<file path="src/rtl/jtframe_68kbusrq.sv">
// 68000 bus-to-memory request bridge: turns one strobed CPU cycle into one memory
// request and tells the DTACK generator when the cycle may finish.
`timescale 1ns/1ps
module jtframe_68kbusrq #(
    parameter int AW = 23,
    parameter int LW = 3
) (
    input  logic          rst,
    input  logic          clk,
    input  logic          cpu_cen,
    input  logic          ASn,
    input  logic          UDSn,
    input  logic          LDSn,
    input  logic          RnW,
    input  logic [AW-1:0] addr,
    input  logic [15:0]   cpu_dout,
    input  logic          cs,
    input  logic [LW-1:0] legit_wait,
    output logic [15:0]   cpu_din,
    output logic          mem_cs,
    output logic          mem_we,
    output logic [AW-1:0] mem_addr,
    output logic [15:0]   mem_din,
    output logic [1:0]    mem_dsn,
    input  logic          mem_ok,
    input  logic [15:0]   mem_dout,
    output logic          bus_cs,
    output logic          bus_busy,
    output logic          bus_legit
);
    localparam logic [1:0]    ST_IDLE = 2'd0;
    localparam logic [1:0]    ST_REQ  = 2'd1;
    localparam logic [1:0]    ST_DONE = 2'd2;
    localparam logic [LW-1:0] CNT_ONE = LW'(1);

    logic [1:0]    r_state;
    logic [LW-1:0] r_cnt;
    logic          r_first;   // mem_ok may still be left over from the previous request
    logic          r_abort;   // strobes went away before the memory answered
    logic          w_busn;

    assign w_busn    = ASn | (UDSn & LDSn);
    assign bus_cs    = cs & ~w_busn;
    assign bus_busy  = bus_cs & ~(r_state == ST_DONE && r_cnt == '0);
    assign bus_legit = bus_cs & (r_cnt != '0);

    always_ff @(posedge clk or posedge rst) begin
        if (rst) begin
            r_state  <= ST_IDLE;
            r_cnt    <= '0;
            r_first  <= 1'b0;
            r_abort  <= 1'b0;
            mem_cs   <= 1'b0;
            mem_we   <= 1'b0;
            mem_dsn  <= 2'b11;
            mem_addr <= '0;
            mem_din  <= '0;
            cpu_din  <= '0;
        end else begin
            if (r_state != ST_IDLE && cpu_cen && r_cnt != '0)
                r_cnt <= r_cnt - CNT_ONE;
            case (r_state)
                ST_IDLE: begin
                    if (bus_cs) begin
                        mem_addr <= addr;
                        mem_din  <= cpu_dout;
                        mem_dsn  <= {UDSn, LDSn};
                        mem_we   <= ~RnW;
                        mem_cs   <= 1'b1;
                        r_cnt    <= legit_wait;
                        r_first  <= 1'b1;
                        r_abort  <= 1'b0;
                        r_state  <= ST_REQ;
                    end
                end
                ST_REQ: begin
                    r_first <= 1'b0;
                    if (w_busn)
                        r_abort <= 1'b1;
                    if (mem_ok && !r_first) begin
                        mem_cs <= 1'b0;
                        if (!mem_we)
                            cpu_din <= mem_dout;
                        // an abandoned cycle skips DONE so the next strobe is serviced at once
                        r_state <= r_abort ? ST_IDLE : ST_DONE;
                    end
                end
                ST_DONE: begin
                    if (w_busn)
                        r_state <= ST_IDLE;
                end
                default: r_state <= ST_IDLE;
            endcase
        end
    end
endmodule

</file>
<file path="config.mk">
export PLATFORM = sky130hd
export DESIGN_NAME = jtframe_68kbusrq
export DESIGN_NICKNAME = d
export VERILOG_FILES = /design/src/rtl/jtframe_68kbusrq.sv
export SDC_FILE = /design/constraint.sdc
export NUM_CORES = 1
export LEC_CHECK = 0
export ABC_CLOCK_PERIOD_IN_PS = 3200
export CAP_MARGIN = 20
export CORE_MARGIN = 2
export CORE_UTILIZATION = 42
export CTS_BUF_LIST = sky130_fd_sc_hd__clkbuf_4
export DETAILED_ROUTE_END_ITERATION = 10
export PLACE_DENSITY_LB_ADDON = 0.08
export SETUP_SLACK_MARGIN = 0.02
export SYNTH_ARGS = -nofsm -noshare
export SYNTH_HDL_FRONTEND = slang
export SYNTH_SLANG_ARGS = --single-unit
</file>
<file path="constraint.sdc">
create_clock -name clk -period 3.2 [get_ports clk]
set_input_delay 0.8 -clock clk [delete_from_list [all_inputs] [get_ports clk]]
set_output_delay 0.8 -clock clk [all_outputs]
set_load 0.05 [all_outputs]
</file>
==> metrics.md <==
| Metric | Value |
|---|---|
| CP delay by family, top | `buffers and inverters` |
| Reg2reg setup slack | `1.49 ns` |
| Synth-to-Final Area Change | `55.66%` |
| Synth Warn # | `0` |
| Register bit total from synthesis | `66` |
| Hold path startpoint | `mem_din[8]` |
| Die width | `84.61 µm` |
| Vias per std cell | `4.687` |
| Reg2Reg Depth | `6` |
| Largest net degree at the start of global routing | `44` |
| Post-synthesis sequential area ratio | `60.61%` |
| Post-synth EDFFs | `0` |
| CTS tree | `done` |
| Reg2reg start | `r_cnt[0]` |
| Slowest CP cell | `clkdlybuf4s50_1` |
| ANT nets after route | `0` |
| Initial antenna violation count | `0` |
| Clock root buffer | `clkbuf_4` |
| CP endpoint kind | `output pin` |
| # IOs | `129` |
| Initial Util | `43.22%` |
| Clk sinks | `66` |
| # DRC | `0` |
| Cell area power density | `1186 nW/µm²` |
| GR Overflow Total | `0` |
| Post-Syn Area | `2729 µm²` |
| Synth top area cells | `dfrtp_1, mux2_4, mux2_1` |
| HPWL Detailed | `4189 µm` |
| Slew @ Worst Pin | `0.5286 ns` |
| Layout cells sized above 1 | `20.06%` |
| Outcome | `completed` |
| Clk pin slew, worst setup/hold paths | `0.10 ns` |
| Fin nets | `373` |
| Max-Cap Viols | `0` |
| Critical path's largest stage delay | `0.45 ns` |
| Critical Path, Cell by Cell | `clkdlybuf4s50_1, a21oi_2, nand2_1, a31oi_1, buf_12` |
| Peak supply drop | `0.0006561 V` |
| Fillers | `496` |
| Synth async-reset ratio | `100.0%` |
| Placer Congestion | `0.7122` |
| Final-report hold violation count | `0` |
| Core ar. | `6314 µm²` |
| Final core utilization | `67.28%` |
| First-pass GRT wire length | `9597 µm` |
| Count of different cell masters after synthesis | `29` |
| F_max | `333.0 MHz` |
| Setup TNS | `0 ns` |
| Overall power | `5039 µW` |
| Hold Path Sink | `mem_din[8]` |
| CP bufs+invs | `2` |
| Post-CTS Setup Bufs | `0` |
| Post-synth top cells | `dfrtp_1, mux2_1, mux2_4` |
| Hold slack | `0.4984 ns` |
| Largest area contributor in the netlist | `dfrtp_1` |
| Skew-Pair Late Insertion Delay | `0.39 ns` |
| First-pass DRT Iterations | `2` |
| Unrepaired setup endpoints after global routing | `no` |
| Clock buffer depth | `2` |
| Post-synth top flop | `dfrtp_1` |
| Final instance area | `4248 µm²` |
| Number of global-route vias before repair | `1888` |
| Average cell area after synthesis | `16.15 µm²` |
| IO buf count | `128` |
| Routed wire length | `5715 µm` |
| Clock Skew | `0.02226 ns` |
| DR iter-0 viols | `19` |
| Final Cycle Share | `93.83%` |
| Worst setup SP type | `primary input` |
| Ant. Diodes | `0` |
| H-tree levels | `3` |
| Die Area | `7158 µm²` |
| Hold/Removal Path Class | `flip-flop to flip-flop` |
| Worst r2r dst | `r_cnt[2]` |
| Cells after Synth | `169` |
| Worst endpoint data arrival time | `2.20 ns` |
| Pleak | `0.001910 µW` |
| Resized Gates After CTS | `0` |
| Max FO, Critical Path | `6` |
| Critical path class | `primary input to output pin` |
| DP Area | `4114 µm²` |
| Syn Nets | `238` |
| Die Height | `84.61 µm` |
| Slew Limit Fails | `0` |
| Routed wirelength normalized by instance count | `14.81 µm` |
| CTS buffer count | `9` |
| GRT Total Usage | `17.05%` |
| Final Setup Violations | `0` |
| Hold path depth | `1` |
| Post-CTS Hold Buffers | `0` |
| Vias post-DR | `1809` |
| CP required | `2.40 ns` |
| Fin crit period | `3.003 ns` |
| Worst slew margin | `64.65%` |
| Most common cell in the synthesized netlist | `dfrtp_1` |
| Top cell type's share of synthesized area | `58.69%` |
| Row Count | `29` |
==> registers in the layout, indices dropped and copies added (netlist names) <==
signal / cells
mem_addr: 23
cpu_din: 16
mem_din: 16
r_cnt: 3
mem_dsn: 2
r_state: 2
mem_cs: 1
mem_we: 1
r_abort: 1
r_first: 1
==> per-layer routing <==
metal	vias to the layer above	share of wire [%]	track usage (%)
met1	868	46	24.10
met3	10	7.2	5.015
met2	74	45	24.91
met5	-	0	0
li1	857	-	-
met4	0	2.0	6.638
==> area by class of cell <==
class / instances / area [µm²] / area share, %
flip-flops and latches: 66 / 1654 / 38.94
well taps: 77 / 96.34 / 2.268
clock buffers: 12 / 90.09 / 2.121
inverters: 6 / 22.52 / 0.5302
clock inverters: 4 / 43.79 / 1.031
multi-input cells: 90 / 994.7 / 23.42
repair buffers: 131 / 1346 / 31.69
==> metrics by stage <==
step	cells	setup WS (ns)
after global placement	370	0.2622
after detailed placement	370	0.2163
after global routing	386	0.1303
after floorplan	169	0.4674
final	386	0.1973
after CTS	386	0.1897
==> how the worst max path moves through the flow <==
stage                     start  depth (start not counted)  slack [ns]        to
after global placement     LDSn                          5        0.26  bus_busy
after detailed placement   LDSn                          5        0.22  bus_busy
final                      LDSn                          5        0.20  bus_busy
after floorplan            LDSn                          3        0.47  bus_busy
after CTS                  LDSn                          5        0.19  bus_busy
after global routing       LDSn                          5        0.13  bus_busy
==> cells by family (layout without fill, tap and decap cells) <==
kind of cell    Yosys count  count (layout)  synth area share [%]
buf+inv                  13             153                 3.118
fa+ha+maj                 2               2                0.9169
simple gates             16              16                 4.081
compound gates           10              10                 2.430
flops                    66              66                 60.61
mux                      61              61                 28.52
xor+xnor                  1               1                0.3210
==> worst reg2reg max path, delay by kind of cell (launching register included) <==
| kind | cells | cell delay (ns) |
|---|---|---|
| muxes | 2 | 0.40 |
| and+or+nand+nor | 1 | 0.36 |
| adders and majority gates | 2 | 0.44 |
| buffers and inverters | 1 | 0.05 |
| DFF | 1 | 0.37 |
==> layout by cell type (no fill, tap or decap), drive strengths merged <==
cell type / synthesis / layout
inv: 6 / 6
xnor2: 1 / 1
nor3b: 3 / 3
mux2i: 2 / 2
a211oi: 1 / 1
nor2: 5 / 5
dfstp: 2 / 2
o22a: 1 / 1
a21bo: 1 / 1
clkinv: 0 / 3
nand3: 1 / 1
a31oi: 1 / 1
nand3b: 2 / 2
buf: 7 / 6
mux2: 59 / 59
o21ai: 4 / 4
ha: 2 / 2
nand2: 5 / 5
clkdlybuf4s50: 0 / 125
dfrtp: 64 / 64
a21oi: 2 / 2
bufinv: 0 / 1
clkbuf: 0 / 12
==> report_power, final <==
part           switching (µW)  internal [µW]
Sequential                235           1260
Combinational            1820           1190
Clock                     279            261
Total                    2330           2710
Power figures use the tool's default switching activity.
